## src/rtl/dmem_arb_pkg.sv

```systemverilog
// Shared types for the data-memory arbiter.
//   arb_state_e : arbitration state (CPU-priority normal mode / debug forced)
//   WAIT_W      : width of the debug starvation wait counter
package dmem_arb_pkg;

  localparam int unsigned WAIT_W = 8;

  typedef enum logic {
    ARB_NORMAL  = 1'b0,
    ARB_STARVED = 1'b1
  } arb_state_e;

endpackage

```

## src/rtl/dmem_arb_if.sv

```systemverilog
// Bus bundle between the CPU load/store path, the debug/loader port, dmem
// and the arbiter.
//   cpu_*   : CPU request, store data, load data and stall
//   dbg_*   : debug request/grant, write data, registered read return
//   mem_*   : single dmem port (asynchronous read)
// Modports: master = environment (CPU, debug host, dmem), slave = arbiter.
interface dmem_arb_if #(
  parameter int unsigned ADDR_W = 32,
  parameter int unsigned DATA_W = 32
);

  logic              cpu_req;
  logic              cpu_we;
  logic [ADDR_W-1:0] cpu_addr;
  logic [DATA_W-1:0] cpu_wdata;
  logic [DATA_W-1:0] cpu_rdata;
  logic              cpu_stall;

  logic              dbg_req;
  logic              dbg_we;
  logic [ADDR_W-1:0] dbg_addr;
  logic [DATA_W-1:0] dbg_wdata;
  logic              dbg_gnt;
  logic              dbg_rvalid;
  logic [DATA_W-1:0] dbg_rdata;

  logic              mem_we;
  logic [ADDR_W-1:0] mem_addr;
  logic [DATA_W-1:0] mem_wdata;
  logic [DATA_W-1:0] mem_rdata;

  modport master (
    output cpu_req, cpu_we, cpu_addr, cpu_wdata,
    input  cpu_rdata, cpu_stall,
    output dbg_req, dbg_we, dbg_addr, dbg_wdata,
    input  dbg_gnt, dbg_rvalid, dbg_rdata,
    input  mem_we, mem_addr, mem_wdata,
    output mem_rdata
  );

  modport slave (
    input  cpu_req, cpu_we, cpu_addr, cpu_wdata,
    output cpu_rdata, cpu_stall,
    input  dbg_req, dbg_we, dbg_addr, dbg_wdata,
    output dbg_gnt, dbg_rvalid, dbg_rdata,
    output mem_we, mem_addr, mem_wdata,
    input  mem_rdata
  );

endinterface

```

## src/rtl/dmem_arb_starve_cnt.sv

```systemverilog
// Debug starvation tracker: counts consecutive cycles in which the debug
// port requests but is denied.
//   clk, reset : clock, synchronous active-high reset
//   dbg_req    : debug request
//   dbg_gnt    : debug granted this cycle
//   last_wait  : this cycle is denial number MAX_WAIT if debug loses now
module dmem_arb_starve_cnt
  import dmem_arb_pkg::*;
#(
  parameter int unsigned MAX_WAIT = 8
) (
  input  logic clk,
  input  logic reset,
  input  logic dbg_req,
  input  logic dbg_gnt,
  output logic last_wait
);

  logic [WAIT_W-1:0] wait_cnt;
  logic [WAIT_W:0]   cnt_inc;
  logic              denied;

  assign denied    = dbg_req & ~dbg_gnt;
  assign cnt_inc   = {1'b0, wait_cnt} + (WAIT_W + 1)'(1);
  // Independent of dbg_gnt so the arbiter can combine it with its own grant
  // without forming a combinational loop.
  assign last_wait = (cnt_inc == (WAIT_W + 1)'(MAX_WAIT));

  always_ff @(posedge clk) begin
    if (reset) begin
      wait_cnt <= '0;
    end else if (denied) begin
      wait_cnt <= cnt_inc[WAIT_W-1:0];
    end else begin
      wait_cnt <= '0;
    end
  end

endmodule

```

## src/rtl/dmem_arbiter.sv

```systemverilog
// Data-memory port arbiter: CPU load/store path has fixed priority over the
// debug/loader port; after MAX_WAIT consecutive debug denials the debug port
// is forced through for one cycle and the CPU is stalled.
//   clk, reset : clock, synchronous active-high reset
//   bus        : dmem_arb_if.slave (cpu_*, dbg_*, mem_* signals)
// Optional build macro DMEM_ARB_PERF_EN adds:
//   perf_stall_cnt : saturating count of cycles with cpu_stall=1
//   perf_dbg_cnt   : saturating count of debug grants
module dmem_arbiter
  import dmem_arb_pkg::*;
#(
  parameter int unsigned ADDR_W   = 32,
  parameter int unsigned DATA_W   = 32,
  parameter int unsigned MAX_WAIT = 8
) (
  input  logic        clk,
  input  logic        reset,
  dmem_arb_if.slave   bus
`ifdef DMEM_ARB_PERF_EN
  ,
  output logic [31:0] perf_stall_cnt,
  output logic [31:0] perf_dbg_cnt
`endif
);

  arb_state_e        state_q;
  arb_state_e        state_d;
  logic              cpu_gnt;
  logic              dbg_gnt;
  logic              last_wait;
  logic              dbg_read;
  logic [ADDR_W-1:0] addr_mux;
  logic [DATA_W-1:0] wdata_mux;
  logic              rvalid_q;
  logic [DATA_W-1:0] rdata_q;

  dmem_arb_starve_cnt #(
    .MAX_WAIT(MAX_WAIT)
  ) u_starve (
    .clk      (clk),
    .reset    (reset),
    .dbg_req  (bus.dbg_req),
    .dbg_gnt  (dbg_gnt),
    .last_wait(last_wait)
  );

  always_ff @(posedge clk) begin
    if (reset) begin
      state_q <= ARB_NORMAL;
    end else begin
      state_q <= state_d;
    end
  end

  always_comb begin
    state_d = state_q;
    cpu_gnt = 1'b0;
    dbg_gnt = 1'b0;
    if (!reset) begin
      case (state_q)
        ARB_NORMAL: begin
          if (bus.cpu_req) begin
            cpu_gnt = 1'b1;
          end else if (bus.dbg_req) begin
            dbg_gnt = 1'b1;
          end
          if (bus.dbg_req && !dbg_gnt && last_wait) begin
            state_d = ARB_STARVED;
          end
        end
        ARB_STARVED: begin
          if (bus.dbg_req) begin
            dbg_gnt = 1'b1;
          end else if (bus.cpu_req) begin
            cpu_gnt = 1'b1;
          end
          // Debug is either served now or has withdrawn: one cycle only.
          state_d = ARB_NORMAL;
        end
        default: state_d = ARB_NORMAL;
      endcase
    end
  end

  // Address/data follow the debug port only when it owns the cycle.
  assign addr_mux  = dbg_gnt ? bus.dbg_addr  : bus.cpu_addr;
  assign wdata_mux = dbg_gnt ? bus.dbg_wdata : bus.cpu_wdata;
  assign dbg_read  = dbg_gnt & ~bus.dbg_we;

  assign bus.mem_addr  = addr_mux;
  assign bus.mem_wdata = wdata_mux;
  assign bus.mem_we    = (cpu_gnt & bus.cpu_we) | (dbg_gnt & bus.dbg_we);
  assign bus.cpu_rdata = bus.mem_rdata;
  assign bus.cpu_stall = bus.cpu_req & dbg_gnt;
  assign bus.dbg_gnt   = dbg_gnt;

  always_ff @(posedge clk) begin
    if (reset) begin
      rvalid_q <= 1'b0;
      rdata_q  <= '0;
    end else begin
      rvalid_q <= dbg_read;
      if (dbg_read) begin
        rdata_q <= bus.mem_rdata;
      end
    end
  end

  assign bus.dbg_rvalid = rvalid_q;
  assign bus.dbg_rdata  = rdata_q;

`ifdef DMEM_ARB_PERF_EN
  logic [31:0] stall_cnt_q;
  logic [31:0] dbg_cnt_q;

  always_ff @(posedge clk) begin
    if (reset) begin
      stall_cnt_q <= '0;
      dbg_cnt_q   <= '0;
    end else begin
      if (bus.cpu_req && dbg_gnt && stall_cnt_q != '1) begin
        stall_cnt_q <= stall_cnt_q + 32'd1;
      end
      if (dbg_gnt && dbg_cnt_q != '1) begin
        dbg_cnt_q <= dbg_cnt_q + 32'd1;
      end
    end
  end

  assign perf_stall_cnt = stall_cnt_q;
  assign perf_dbg_cnt   = dbg_cnt_q;
`endif

endmodule

```

## src/flat_wrapper.sv

```systemverilog
// flat-port wrapper written by rule: the top's interface ports become plain ports
module dmem_arbiter_flat import dmem_arb_pkg::*;
#(
  parameter int unsigned ADDR_W   = 32,
  parameter int unsigned DATA_W   = 32,
  parameter int unsigned MAX_WAIT = 8
)
  (clk, reset, bus_cpu_req, bus_cpu_we, bus_cpu_addr, bus_cpu_wdata, bus_cpu_rdata, bus_cpu_stall, bus_dbg_req, bus_dbg_we, bus_dbg_addr, bus_dbg_wdata, bus_dbg_gnt, bus_dbg_rvalid, bus_dbg_rdata, bus_mem_we, bus_mem_addr, bus_mem_wdata, bus_mem_rdata);
  dmem_arb_if #(.ADDR_W(ADDR_W), .DATA_W(DATA_W)) bus_i ();
  input  logic clk;
  input  logic reset;
  input wire logic [$bits(bus_i.cpu_req)-1:0] bus_cpu_req;
  input wire logic [$bits(bus_i.cpu_we)-1:0] bus_cpu_we;
  input wire logic [$bits(bus_i.cpu_addr)-1:0] bus_cpu_addr;
  input wire logic [$bits(bus_i.cpu_wdata)-1:0] bus_cpu_wdata;
  output wire logic [$bits(bus_i.cpu_rdata)-1:0] bus_cpu_rdata;
  output wire logic [$bits(bus_i.cpu_stall)-1:0] bus_cpu_stall;
  input wire logic [$bits(bus_i.dbg_req)-1:0] bus_dbg_req;
  input wire logic [$bits(bus_i.dbg_we)-1:0] bus_dbg_we;
  input wire logic [$bits(bus_i.dbg_addr)-1:0] bus_dbg_addr;
  input wire logic [$bits(bus_i.dbg_wdata)-1:0] bus_dbg_wdata;
  output wire logic [$bits(bus_i.dbg_gnt)-1:0] bus_dbg_gnt;
  output wire logic [$bits(bus_i.dbg_rvalid)-1:0] bus_dbg_rvalid;
  output wire logic [$bits(bus_i.dbg_rdata)-1:0] bus_dbg_rdata;
  output wire logic [$bits(bus_i.mem_we)-1:0] bus_mem_we;
  output wire logic [$bits(bus_i.mem_addr)-1:0] bus_mem_addr;
  output wire logic [$bits(bus_i.mem_wdata)-1:0] bus_mem_wdata;
  input wire logic [$bits(bus_i.mem_rdata)-1:0] bus_mem_rdata;
  assign bus_i.cpu_req = bus_cpu_req;
  assign bus_i.cpu_we = bus_cpu_we;
  assign bus_i.cpu_addr = bus_cpu_addr;
  assign bus_i.cpu_wdata = bus_cpu_wdata;
  assign bus_cpu_rdata = bus_i.cpu_rdata;
  assign bus_cpu_stall = bus_i.cpu_stall;
  assign bus_i.dbg_req = bus_dbg_req;
  assign bus_i.dbg_we = bus_dbg_we;
  assign bus_i.dbg_addr = bus_dbg_addr;
  assign bus_i.dbg_wdata = bus_dbg_wdata;
  assign bus_dbg_gnt = bus_i.dbg_gnt;
  assign bus_dbg_rvalid = bus_i.dbg_rvalid;
  assign bus_dbg_rdata = bus_i.dbg_rdata;
  assign bus_mem_we = bus_i.mem_we;
  assign bus_mem_addr = bus_i.mem_addr;
  assign bus_mem_wdata = bus_i.mem_wdata;
  assign bus_i.mem_rdata = bus_mem_rdata;
  dmem_arbiter #(.ADDR_W(ADDR_W), .DATA_W(DATA_W), .MAX_WAIT(MAX_WAIT)) u_core (.clk(clk), .reset(reset), .bus(bus_i));
endmodule
```

## config.mk

```make
export PLATFORM = sky130hd
export DESIGN_NAME = dmem_arbiter_flat
export DESIGN_NICKNAME = d
export VERILOG_FILES = /design/src/rtl/dmem_arb_pkg.sv /design/src/rtl/dmem_arb_if.sv /design/src/rtl/dmem_arb_starve_cnt.sv /design/src/rtl/dmem_arbiter.sv /design/src/flat_wrapper.sv
export SDC_FILE = /design/constraint.sdc
export NUM_CORES = 1
export LEC_CHECK = 0
export CAP_MARGIN = 10
export CORE_AREA = 2 2 115 117
export CTS_CLUSTER_DIAMETER = 30
export DETAILED_ROUTE_END_ITERATION = 16
export DIE_AREA = 0 0 117 119
export PLACE_DENSITY = 0.74
export SLEW_MARGIN = 20
export SYNTH_ARGS = -nofsm -noshare
export SYNTH_HDL_FRONTEND = slang
export SYNTH_HIERARCHICAL = 1
export SYNTH_SLANG_ARGS = --single-unit
```

## constraint.sdc

```tcl
create_clock -name clk -period 2.35 [get_ports clk]
set_input_delay 0.47 -clock clk [delete_from_list [all_inputs] [get_ports clk]]
set_output_delay 0.47 -clock clk [all_outputs]
set_load 0.02 [all_outputs]
```

==> flow_summary.ini <==
[routing]
vias_per_cell = 4.60
num_vias = 3552
wl_met1_um = 5550
firstDrtPassIters = 5
drc_errors = 0
met3WireLength_um = 1340
top_layer = met4
dr_wl_met2_um = 7280
drtAntennaViolNets = 0
first_iter_violations = 217
wl_per_cell_um = 18.7
wl_um = 14400

[pwr]
power.total_mw = 2.52
switchingPower_mw = 0.711
ir_drop_mv = 0.240
pwr_density_cell_nw_per_um2 = 398
power_frac_seq = 0.296
clock_power_share = 0.311
p_leak_nw = 2.64
intPower_mw = 1.81
power_frac_comb = 0.394
p_sw_frac = 0.283

[floorplanning]
die-area_um2 = 13900
rows = 42
core_um2 = 12900
ios = 298
dieWidth_um = 117
die_h_um = 119
initial_utilization = 0.230

[synth]
synth_edf_count = 0
yosysWarnings = 6
async_flop_share = 0
syn_inst = 318
ys_seq_area_frac = 0.285
mappedNetlistArea_um2 = 2960
yosys_register_bits = 42
yosysUniqueCellTypes = 32
syn-num-nets = 486
syn_area_per_cell_um2 = 9.29
ys.flop_type = dfxtp_1

[sta]
finalCriticalPeriod_ns = 2.30
skew_ns = 0.00509
worst_slew_pin_slew_ns = 0.621
setup_violations = 0
relSlewSlack = 0.586
rsz0062_at_grt = false
fin_crit_sh = 0.980
hold_viol = 0
finalMaxSlewViolations = 0
clock.fmax_mhz = 434

[placement]
io_buffers = 297
dp.final_hpwl_um = 11300
place_congestion = 0.848
placed_area_um2 = 5910

[finish]
area_growth_pct = 114
design_area_um2 = 6330
final_cell_mix = 227 x clkdlybuf4s50_1, 43 x mux2_2, 42 x dfxtp_1
nets = 763
mostFrequentLayoutCell = clkdlybuf4s50_1
final_util = 0.492
drive_above_1_share = 0.299

[worst_setup_path]
crit_path_end_kind = primary output
arrival_ns = 1.83
cp-start-kind = input port
crit_chain = dlygate4sd2_1, nand2b_4, nand2_8, buf_12, buf_12, buf_16, mux2_1, buf_6
r2r_cells = 10
r2r_end = u_core/u_starve/wait_cnt[3]$_SDFF_PP0_
crit_slowest_cell = mux2_1
max_stage_delay_ns = 0.33
cp.depth = 8
crit_buf_inv = 5
r2r-start = u_core/state_q$_SDFF_PP0_
crit_type = in -> out
crit_family = buffers and inverters
critPathRequiredTime_ns = 1.88
ff2ff_setup_slack_ns = 0.35
path_max_fanout = 6
cpMostUsedCell = buf_12

[clock_tree]
cts_root_buffer = clkbuf_16
cts_tree = yes
clockBufferDepth = 2
cts_buffers = 5
clkSlewWorstSetupHoldPaths_ns = 0.06
clkLatencyLatePin_ns = 0.29
ctsHoldBuffers = 0
cts.sinks = 42
h-tree-depth = 2

[grt]
grt_pass1_wl_um = 20800
grtUsageTotal = 0.200
overflow = 0
grt_max_degree = 66
antenna_found_initial = 1
grt_pass1_vias = 3703

[flow_run]
max_cap_violations = 0

[min_path]
hold_path_depth = 2
hold_class = reg -> reg
holdPathEnd = u_core/bus.dbg_rdata[20]$_SDFFE_PP0P_
hold_start = u_core/bus.dbg_rdata[20]$_SDFFE_PP0P_

[status]
status = finished, final reports clean
==> worst register-to-register path: stages, from the launching register on <==
cell and delay (ns):
dfxtp_1 0.31, nand2b_4 0.17, nand2_8 0.10, buf_12 0.11, buf_12 0.11, buf_16 0.13
buf_6 0.15, inv_1 0.07, buf_4 0.13, or3b_1 0.51, nor2_1 0.16
==> power by group through the flow <==
stage	sequential, mW	combinational [mW]	clock, mW
6_report	0.745	0.991	0.782
3_3_place_gp	0.759	0.936	0
2_1_floorplan	0.782	0.366	0
5_1_grt	0.747	1.04	0.827
3_5_place_dp	0.760	0.945	0
4_1_cts	0.745	0.974	0.807
==> synth_stat cells, types with 4 or more instances <==
master / instances / area share
inv_1: 37 / 0.047
clkbuf_1: 16 / 0.020
o311ai_0: 29 / 0.086
buf_4: 39 / 0.099
mux2_2: 58 / 0.22
o31ai_1: 32 / 0.081
dfxtp_1: 42 / 0.28
nor2_1: 13 / 0.017
xnor2_1: 4 / 0.012
nand3_1: 5 / 0.0085
o311ai_1: 4 / 0.012
mux2_1: 6 / 0.023
buf_6: 4 / 0.015
==> state kept, by name, summed over array words and instances (netlist names) <==
name                      cells
u_core/bus.dbg_rdata         32
u_core/bus.dbg_rvalid         1
u_core/state_q                1
u_core/u_starve/wait_cnt      8
==> timing repair <==
item / in CTS / in global routing
setup endpoints to repair: 75 / 52
cloned: 6 / 0
resized for setup: 320 / 43
pin swaps: 1 / 0
buffers inserted: 10 / 0
endpoints found under the hold margin: 0 / 0
==> layout make-up <==
type,instances,area [µm²]
clock inverters,1,30.0
repair buffers,331,3300
multi-input cells,178,1670
inverters,37,139
clock buffers,7,133
well taps,176,220
flip-flops and latches,42,841
diodes,1,2.50
fillers,1190,6540
==> worst max-delay path by stage <==
stage	end	start	slack (ns)
2_1_floorplan	u_core/u_starve/wait_cnt[3]$_SDFF_PP0_	reset	0.48
3_3_place_gp	bus_mem_wdata[21]	reset	-0.57
3_5_place_dp	bus_mem_addr[29]	reset	-0.59
4_1_cts	bus_mem_addr[28]	bus_dbg_req	0.0004
5_1_grt	bus_mem_wdata[2]	bus_dbg_req	0.003
6_report	bus_mem_wdata[25]	bus_cpu_req	0.05
==> cell families after synthesis <==
logic type,after synthesis,share of synthesized area
AO/OA/AOI/OAI,72,0.196
XOR/XNOR,7,0.0207
adder cells (fa/ha/maj),2,0.00847
buffers and inverters,98,0.185
flip-flops,42,0.285
multiplexers,64,0.244
AND/OR/NAND/NOR,33,0.0614
==> per-stage QoR <==
| step | cells | hold WS [ns] | TNS, ns | setup WS, ns |
|---|---|---|---|---|
| CTS | 773 | 0.497 | 0 | 0.000437 |
| global route | 772 | 0.516 | 0 | 0.00252 |
| global placement | 749 | 0.467 | -36.12 | -0.574 |
| detailed placement | 749 | 0.486 | -37.86 | -0.594 |
| finish | 773 | 0.495 | 0 | 0.0469 |
| floorplan | 318 | 0.464 | 0 | 0.482 |
==> per-layer routing <==
| metal | track usage | vias to the layer above |
|---|---|---|
| li1 | - | 1686 |
| met4 | 0.0588 | 0 |
| met5 | 0 | - |
| met1 | 0.230 | 1658 |
| met3 | 0.0595 | 15 |
| met2 | 0.354 | 193 |
No activity file was read; power rests on OpenSTA's default activity.
